$ cat src/rtl/tc_mul_pkg.sv
// tc_mul_pkg: shared constants and types for the tensor-core lane multiplier.
//   RM_*      rounding-mode codes on rm_i (anything other than RM_SAT wraps)
//   FF_*      bit positions inside the 5-bit {NV,DZ,OF,UF,NX} flag word
//   ctrl_t    sideband bundle at the default widths (c=16, warpid=4)
//   mk_fflags builds the flag word from a single overflow indication
package tc_mul_pkg;

  localparam logic [2:0] RM_WRAP = 3'd0;
  localparam logic [2:0] RM_SAT  = 3'd1;

  localparam int FF_NX = 0;
  localparam int FF_UF = 1;
  localparam int FF_OF = 2;
  localparam int FF_DZ = 3;
  localparam int FF_NV = 4;
  localparam int NUM_FFLAGS = 5;

  localparam int CTRL_C_W   = 16;
  localparam int WARP_W     = 4;
  localparam int REG_IDXW_W = 8;

  typedef struct packed {
    logic [CTRL_C_W-1:0]   c;
    logic [2:0]            rm;
    logic [REG_IDXW_W-1:0] reg_idxw;
    logic [WARP_W-1:0]     warpid;
  } ctrl_t;

  // Integer multiply can only overflow; an out-of-range result is also inexact.
  function automatic logic [NUM_FFLAGS-1:0] mk_fflags(input logic of);
    logic [NUM_FFLAGS-1:0] f;
    f        = '0;
    f[FF_OF] = of;
    f[FF_NX] = of;
    return f;
  endfunction

endpackage

$ cat src/rtl/tc_mul_lane.sv
// tc_mul_lane: one combinational signed multiplier lane.
//   a, b    signed EW-bit operands
//   active  lane mask bit; inactive lanes output 0 and raise no flag
//   sat     1 = clamp out-of-range products, 0 = keep the low EW bits
//   res     EW-bit result
//   of      product did not fit in EW bits (only when active)
module tc_mul_lane #(
  parameter int EW = 9
) (
  input  logic [EW-1:0] a,
  input  logic [EW-1:0] b,
  input  logic          active,
  input  logic          sat,
  output logic [EW-1:0] res,
  output logic          of
);

  logic signed [2*EW-1:0] a_x, b_x, prod;
  logic                   in_range;

  // Sign-extend first so the 2*EW-bit product is exact.
  assign a_x  = {{EW{a[EW-1]}}, a};
  assign b_x  = {{EW{b[EW-1]}}, b};
  assign prod = a_x * b_x;

  // Fits in EW bits iff the top EW+1 bits are all copies of the sign.
  assign in_range = (&prod[2*EW-1:EW-1]) | ~(|prod[2*EW-1:EW-1]);

  always_comb begin
    res = '0;
    of  = 1'b0;
    if (active) begin
      of = ~in_range;
      if (sat && !in_range)
        res = prod[2*EW-1] ? {1'b1, {(EW-1){1'b0}}} : {1'b0, {(EW-1){1'b1}}};
      else
        res = prod[EW-1:0];
    end
  end

endmodule

$ cat src/rtl/tc_mul_array.sv
// tc_mul_array: NUM_LANES signed multipliers behind one valid/ready handshake,
// followed by a PIPE_STAGES-deep elastic register chain.
//   a_i/b_i/lane_mask_i/rm_i   operands, lane enables, rounding mode
//   ctrl_*_i                   sideband carried alongside the beat
//   in_valid_i/in_ready_o      input handshake
//   out_valid_o/out_ready_i    output handshake
//   result_o/fflags_o/ctrl_*_o output beat, held stable while stalled
// Arithmetic happens before stage 0; later stages only move registers.
module tc_mul_array
  import tc_mul_pkg::*;
#(
  parameter int NUM_LANES     = 8,
  parameter int ELEMENT_WIDTH = 9,
  parameter int PIPE_STAGES   = 2,
  parameter int CTRL_C_WIDTH  = 16,
  parameter int DEPTH_WARP    = 4
) (
  input  logic                               clk,
  input  logic                               rst,
  input  logic [NUM_LANES*ELEMENT_WIDTH-1:0] a_i,
  input  logic [NUM_LANES*ELEMENT_WIDTH-1:0] b_i,
  input  logic [NUM_LANES-1:0]               lane_mask_i,
  input  logic [2:0]                         rm_i,
  input  logic [CTRL_C_WIDTH-1:0]            ctrl_c_i,
  input  logic [2:0]                         ctrl_rm_i,
  input  logic [7:0]                         ctrl_reg_idxw_i,
  input  logic [DEPTH_WARP-1:0]              ctrl_warpid_i,
  input  logic                               in_valid_i,
  output logic                               in_ready_o,
  output logic                               out_valid_o,
  input  logic                               out_ready_i,
  output logic [NUM_LANES*ELEMENT_WIDTH-1:0] result_o,
  output logic [4:0]                         fflags_o,
  output logic [CTRL_C_WIDTH-1:0]            ctrl_c_o,
  output logic [2:0]                         ctrl_rm_o,
  output logic [7:0]                         ctrl_reg_idxw_o,
  output logic [DEPTH_WARP-1:0]              ctrl_warpid_o
);

  localparam int EW   = ELEMENT_WIDTH;
  localparam int LAST = PIPE_STAGES - 1;

  // Sideband at this instance's widths (ctrl_t in the package is the default shape).
  typedef struct packed {
    logic [CTRL_C_WIDTH-1:0] c;
    logic [2:0]              rm;
    logic [7:0]              reg_idxw;
    logic [DEPTH_WARP-1:0]   warpid;
  } sb_t;

  typedef struct packed {
    logic [NUM_LANES-1:0][EW-1:0] res;
    logic [NUM_FFLAGS-1:0]        fflags;
    sb_t                          ctrl;
  } beat_t;

  logic [NUM_LANES-1:0][EW-1:0] lane_res;
  logic [NUM_LANES-1:0]         lane_of;
  logic                         sat;
  beat_t                        s0_d;
  beat_t [PIPE_STAGES-1:0]      pipe_q;
  logic  [PIPE_STAGES-1:0]      vld_pipe;
  logic  [PIPE_STAGES-1:0]      load;

  assign sat = (rm_i == RM_SAT);

  for (genvar i = 0; i < NUM_LANES; i++) begin : g_lane
    tc_mul_lane #(.EW(EW)) u_lane (
      .a      (a_i[i*EW +: EW]),
      .b      (b_i[i*EW +: EW]),
      .active (lane_mask_i[i]),
      .sat    (sat),
      .res    (lane_res[i]),
      .of     (lane_of[i])
    );
  end

  always_comb begin
    s0_d             = '0;
    s0_d.res         = lane_res;
    s0_d.fflags      = mk_fflags(|lane_of);
    s0_d.ctrl.c        = ctrl_c_i;
    s0_d.ctrl.rm       = ctrl_rm_i;
    s0_d.ctrl.reg_idxw = ctrl_reg_idxw_i;
    s0_d.ctrl.warpid   = ctrl_warpid_i;
  end

  // A stage can load if it is empty or everything downstream of it can move:
  // load[s] = out_ready | any empty stage at or after s. Walking from the
  // output back keeps the chain acyclic and lets bubbles collapse.
  always_comb begin : p_load
    logic hole;
    hole = out_ready_i;
    load = '0;
    for (int s = LAST; s >= 0; s--) begin
      hole    = hole | ~vld_pipe[s];
      load[s] = hole;
    end
  end

  assign in_ready_o = load[0];

  // Payload loads whenever the stage opens, so a stalled last stage never
  // changes and the output holds stable.
  always_ff @(posedge clk) begin
    if (rst) begin
      vld_pipe <= '0;
      pipe_q   <= '0;
    end else begin
      if (load[0]) begin
        vld_pipe[0] <= in_valid_i;
        pipe_q[0]   <= s0_d;
      end
      for (int s = 1; s < PIPE_STAGES; s++) begin
        if (load[s]) begin
          vld_pipe[s] <= vld_pipe[s-1];
          pipe_q[s]   <= pipe_q[s-1];
        end
      end
    end
  end

  assign out_valid_o     = vld_pipe[LAST];
  assign result_o        = pipe_q[LAST].res;
  assign fflags_o        = pipe_q[LAST].fflags;
  assign ctrl_c_o        = pipe_q[LAST].ctrl.c;
  assign ctrl_rm_o       = pipe_q[LAST].ctrl.rm;
  assign ctrl_reg_idxw_o = pipe_q[LAST].ctrl.reg_idxw;
  assign ctrl_warpid_o   = pipe_q[LAST].ctrl.warpid;

endmodule

$ cat config.mk
export PLATFORM = sky130hd
export DESIGN_NAME = tc_mul_array
export DESIGN_NICKNAME = d
export VERILOG_FILES = /design/src/rtl/tc_mul_pkg.sv /design/src/rtl/tc_mul_lane.sv /design/src/rtl/tc_mul_array.sv
export SDC_FILE = /design/constraint.sdc
export NUM_CORES = 2
export LEC_CHECK = 0
export ABC_AREA = 1
export BUFFER_PORTS_ARGS = -buffer_cell sky130_fd_sc_hd__buf_2
export CAP_MARGIN = 15
export CORE_UTILIZATION = 54
export CTS_BUF_LIST = sky130_fd_sc_hd__clkbuf_8
export CTS_CLUSTER_SIZE = 30
export DETAILED_ROUTE_END_ITERATION = 10
export GPL_ROUTABILITY_DRIVEN = 0
export PLACE_DENSITY = 0.72
export SLEW_MARGIN = 5
export SYNTH_ARGS = -nofsm -noshare
export SYNTH_HDL_FRONTEND = slang
export SYNTH_SLANG_ARGS = --single-unit
$ cat constraint.sdc
create_clock -name clk -period 6.1 [get_ports clk]
set_clock_uncertainty 0.05 [all_clocks]
set_input_delay 0.305 -clock clk [delete_from_list [all_inputs] [get_ports clk]]
set_output_delay 0.305 -clock clk [all_outputs]
set_load 0.005 [all_outputs]
======== After elaboration in Yosys (flattened, before gate mapping) ========
Index checks and enable logic that the tools add are counted.
storage, ports and cells
  word-level logic and storage cells ...... 130
  output and inout bits ................... 110
  flip-flop bits (word level) ............. 210
  input port bits ......................... 190
operators by class
  mux-type cells .......................... 32
  bitwise operators ....................... 28
  reduce and logical (&&, ||, !) cells .... 33
  eq/ne operators ......................... 1
  multiply operators ...................... 8
operator list
  kind                                                                   count
  9-bit 2-to-1 mux                                                       24
  9-bit by 9-bit multiplier with 18-bit output                           8
  10-bit AND reduction                                                   8
  10-bit OR reduction                                                    8
  1-bit NOT                                                              18
  1-bit OR                                                               10
  1-bit logical AND                                                      8
  1-bit logical NOT                                                      8
  1-bit 2-to-1 mux                                                       8
  8-bit OR reduction                                                     1
  3-bit by 1-bit equality test with 1-bit output, second input constant  1

======== Logic depth before layout (Yosys ltp) ========
  word-level depth ........................ 8
  mapped depth ............................ 31
  depth with buffers taken out ............ 30

======== By module ========
A second synthesis with hierarchy kept.
second synthesis, totals
  cells, all modules ...................... 5495
  area total of the unflattened synthesis .. 38236.7 sq um
by module, submodules not included
  module                              cells each  area each (sq um)  seq. area each (sq um)  instances
  tc_mul_lane (g_lane[3].u_lane ...)  570         3848.7             0.0                     3
  tc_mul_array                        1027        8086.5             4204.0                  1
  tc_mul_lane (g_lane[0].u_lane ...)  557         3707.3             0.0                     2
  tc_mul_lane (g_lane[2].u_lane)      547         3764.9             0.0                     1
  tc_mul_lane (g_lane[7].u_lane)      544         3726.1             0.0                     1
  tc_mul_lane (g_lane[6].u_lane)      553         3698.5             0.0                     1

======== Worst setup path after synthesis ========
Ideal clock, no wire load.
  path kind ............................... input to register
  start point ............................. input port b_i[66]
  end point ............................... register pipe_q[106] (netlist name)
  required time ........................... 5.918 ns
  stages on the path ...................... 24
  path slack .............................. 1.143 ns
  library setup time ...................... 0.132 ns
  arrival ................................. 4.774 ns
  buffers on the path ..................... 1
  cells stage by stage .................... clkbuf_1 nand2_1 fa_1 inv_1 fa_1 inv_1 fa_1 inv_1 fa_1 ha_1 ha_1 a21o_1 nor2_1 nand2_1 nor2_1 nand3_1 nand2_1 nor2_1 nand2_1 nand2_1 nor2_1 nand2_2 nand3_1 a21oi_1
between the ends
  cells in the longest elaborated chain, start to end .. 8
  elaborated cells on any way between the ends .. 10
  those cells by class .................... mul: 1; mux: 3; bitwise: 2; reduce/logical: 4
RTL lines
  what                                              line                 source
  start: declaration                                tc_mul_array.sv:21   input logic [NUM_LANES*ELEMENT_WIDTH-1:0] b_i,
  9-bit by 9-bit multiplier with 18-bit output (*)  tc_mul_lane.sv:24    assign prod = a_x * b_x;
  10-bit OR reduction                               tc_mul_lane.sv:27    assign in_range = (&prod[2*EW-1:EW-1]) | ~(|prod[2*EW-1:EW-1]);
  1-bit NOT                                         tc_mul_lane.sv:27
  1-bit OR                                          tc_mul_lane.sv:27
  1-bit logical NOT                                 tc_mul_lane.sv:34    if (sat && !in_range)
  1-bit logical AND                                 tc_mul_lane.sv:34
  9-bit 2-to-1 mux (*)                              tc_mul_lane.sv:34
  9-bit 2-to-1 mux (*)                              tc_mul_lane.sv:32    if (active) begin
  end signal: indexed assignment                    tc_mul_array.sv:117  pipe_q[s] <= pipe_q[s-1];
  end: declaration                                  tc_mul_array.sv:61   beat_t [PIPE_STAGES-1:0] pipe_q;
Every way passes the cells marked *; elsewhere a longest branch is shown, timed or not.
A chain may end at the register's enable or synchronous reset.

======== Final worst setup path ========
  start point ............................. input port b_i[57]
  end point ............................... register pipe_q[98] (netlist name)
Same word-level chain as after synthesis.

==> flow_summary.yaml <==
run_status:
  status: "completed"
routing:
  vias: 31058
  avg_wl_per_cell_um: 14.0
  drt-pass1-iter-count: 6
  route.antenna.remaining_nets: 0
  drc: 0
  postRouteWirelength_um: 87400
  drt-vias-per-instance: 4.97
  drtIter0Drc: 1765
clock_tree:
  cts.clk_slew.worst_paths_ns: 0.07
  clockRootBuffer: "sky130_fd_sc_hd__clkbuf_8"
  insertion_delay_ns: 0.60
  cts_max_path_buffers: 3
  cts_buffers: 39
  tritoncts: "built"
  clock_sinks: 210
  clock_tree.htree_level_count: 2
floorplan:
  die_w_um: 263
  die-height_um: 263
  core.rowCount: 95
  initial_core_util_pct: 54.7
  core_area_sq_um: 67400
  ioPinCount: 300
  dieArea_sq_um: 69400
layout:
  final_cell_count_no_fill: 6250
  final_nets: 6401
  syn_to_final_growth_pct: 6.20
  fillCellCount: 6472
  multi_input_comb_area_sq_um: 26400
  regArea_sq_um: 4200
  share_of_layout_cells_above_drive_strength_1_pct: 8.19
  summed_area_of_non_filler_cells_in_the_final_layout_sq_um: 39200
run:
  drv_cap: 0
critical_path:
  critical-path-slowest-cell: "sky130_fd_sc_hd__fa_1"
  crit_path_frequent_cell: "sky130_fd_sc_hd__nand2_1"
  cp_cell_sequence: "buf_2 -> nand2_1 -> fa_1 -> inv_1 -> fa_1 -> inv_1 -> fa_1 -> fa_1 -> inv_1 -> ha_1 -> ha_1 -> nand2_1 -> nor2_1 -> nand3_1 -> nand3_2 -> nand3_1 -> nand2_1 -> nor2_1 -> nand2_1 -> nand3_2 -> nand2_1 -> nand3_1 -> a21oi_1"
  top_cell_family_by_delay_on_the_critical_path: "adder cells"
  crit_type: "in2reg"
  endpoint_kind: "flop"
  critPathArrivalTime_ns: 5.37
  slowest_delay_ns: 0.70
  cp.buffers_inverters: 4
  worstPathRequired_ns: 6.55
  largest_fanout_of_any_net_on_the_critical_path: 9
  start_kind: "input port"
power_and_ir_drop:
  power_leakage_nw: 23.5
  ir_drop_uv: 289
  power.share.sequential_pct: 8.5
  p_per_area_nw_per_um2: 498
  sw_frac_of_total_pct: 55.8
  report.power.total_mw: 19.5
  comb_power_share_pct: 83.4
  p_sw_mw: 10.9
  internal_power_mw: 8.61
  pwr-share-clk_pct: 8.0
synth:
  most_frequent_cells_after_synthesis: "sky130_fd_sc_hd__nand2_1, sky130_fd_sc_hd__inv_1, sky130_fd_sc_hd__fa_1, sky130_fd_sc_hd__ha_1, sky130_fd_sc_hd__nand3_1"
  yosys.cell_count.top_type: "sky130_fd_sc_hd__nand2_1"
  synthMuxAreaShare_pct: 0
  synth_area_leader_cell: "sky130_fd_sc_hd__fa_1"
  synth.top_cells.by_area: "sky130_fd_sc_hd__fa_1, sky130_fd_sc_hd__nand2_1, sky130_fd_sc_hd__inv_1, sky130_fd_sc_hd__dfxtp_1, sky130_fd_sc_hd__ha_1"
  synth-seq-cells: 210
  synthAdderAreaFrac_pct: 40.7
  ys_seq_area_share_pct: 11.4
  syn-cell-area_sq_um: 36900
  yosys.area.top_type_share_pct: 30.4
  post_synth.cell_area_avg_sq_um: 6.99
  synth-warning-count: 0
  synth_cell_types: 40
  synth-simple-area-share_pct: 25.0
  post_synth_xor_area_fraction_pct: 1.56
  synth_top_flop_cell: "sky130_fd_sc_hd__dfxtp_1"
  synth_compound_area_share_pct: 4.21
  synth-edff-count: 0
  synth_top_family_by_area: "adder cells"
  synth-async-reset-ratio_pct: 0
  synth_cells: 5276
place:
  portBuffers: 296
  dp_hpwl_um: 72000
  dp.cells: 6150
  detailed_place.area_sq_um: 38000
sta:
  worst_pin_slew_ns: 0.913
  rsz_0062_raised_after_global_routing: "no"
  period_share_pct: 80.6
  final_hold_viol_count: 0
  setup-tns-final_ns: 0
  fmax_ghz: 0.203
  finalCriticalPeriod_ns: 4.92
  worst_slew_margin_rel_pct: 39.1
  worst_hold_slack_ns: 0.0617
  setup_violators_final: 0
  slew_viol_final: 0
grt:
  first_global_vias: 31704
  pin_count_of_the_biggest_net_entering_global_routing: 82
  grt_use_total_pct: 26.3
  antenna_violations_before_repair: 4
  grt.overflow.total: 0
  grt_first_pass_wirelength_um: 151000
worst_hold_path:
  hp_class: "in2reg"
==> cell families (layout without fill, tap and decap cells) <==
group,count (synthesis),in the layout
AND/OR/NAND/NOR,2268,2268
buffers and inverters,1571,1668
adder cells (fa/ha/maj),864,864
AO/OA/AOI/OAI,298,298
flip-flops,210,210
XOR/XNOR,64,64
other,1,5
==> cells in the final DEF, fill, tap and decap left out, types with 49 or more instances in the layout <==
cell / n
sky130_fd_sc_hd__nand2_1: 1684
sky130_fd_sc_hd__fa_1: 560
sky130_fd_sc_hd__a21oi_1: 249
sky130_fd_sc_hd__clkbuf_8: 49
sky130_fd_sc_hd__buf_2: 295
sky130_fd_sc_hd__nor2_1: 214
sky130_fd_sc_hd__ha_1: 304
sky130_fd_sc_hd__inv_1: 1261
sky130_fd_sc_hd__nand3_1: 258
sky130_fd_sc_hd__dfxtp_1: 210
==> worst reg2reg max path: stages (launching register included) <==
cell and delay (ns):
sky130_fd_sc_hd__dfxtp_1 0.34, sky130_fd_sc_hd__inv_1 0.07, sky130_fd_sc_hd__nor2_4 0.07, sky130_fd_sc_hd__buf_4 0.50, sky130_fd_sc_hd__inv_4 0.40, sky130_fd_sc_hd__nor2_4 0.23
sky130_fd_sc_hd__buf_4 0.54, sky130_fd_sc_hd__buf_4 0.67, sky130_fd_sc_hd__nand2_1 0.12, sky130_fd_sc_hd__a21oi_1 0.18
==> metrics by stage <==
| stage | util, % | setup slack, ns |
|---|---|---|
| global route | 58.1 | 0.727 |
| floorplan | - | 1.14 |
| CTS | 58.1 | 1.23 |
| finish | 58.1 | 1.18 |
| global placement | 56.4 | 0.582 |
| detailed placement | 56.4 | 0.594 |
==> per-layer routing <==
layer  vias to the layer above  track usage [%]  share of wire (%)
met1                     14727             33.7                 44
met3                       150             3.49                4.8
met2                       703             45.9                 48
li1                      15476                -                  -
met4                         2             8.22                3.1
met5                         -                0              0.023
==> state kept, by name, summed over array words and instances, names as in the netlist <==
| name | cells |
|---|---|
| pipe_q | 104 |
| result_o | 72 |
| ctrl_c_o | 16 |
| ctrl_reg_idxw_o | 8 |
| ctrl_warpid_o | 4 |
| ctrl_rm_o | 3 |
| vld_pipe | 2 |
| fflags_o | 1 |
==> path summary, 6_finish.rpt <==
check	from	endpoint	slack (ns)	cells after the start
max reg2reg	vld_pipe[1]	pipe_q[9]	2.86	9
min reg2reg	pipe_q[18]	ctrl_c_o[3]	0.40	2
max	b_i[57]	pipe_q[98]	1.18	23
min	lane_mask_i[2]	pipe_q[62]	0.06	4
==> power by group through the flow <==
stage | Clock [mW] | Combinational, mW | Sequential, mW
after global placement | 0 | 15.8 | 1.69
after global routing | 1.66 | 19.0 | 1.68
after floorplan | 0 | 12.9 | 1.65
after detailed placement | 0 | 16.2 | 1.69
after CTS | 1.60 | 16.3 | 1.66
final | 1.57 | 16.3 | 1.67
==> layout make-up <==
type	instances	area share (%)
inverters	1265	12.1
well taps	873	2.79
diodes	2	0.0128
repair buffers	334	4.71
clock inverters	20	0.533
clock buffers	49	1.72
flip-flops and latches	210	10.7
multi-input cells	3497	67.4
==> what timing repair did <==
item,4_1_cts,5_1_grt
hold buffers,29,0
endpoints found under the hold margin,29,0
buffers inserted,0,0
resized for setup,0,0
No activity file was read; power rests on OpenSTA's default activity.
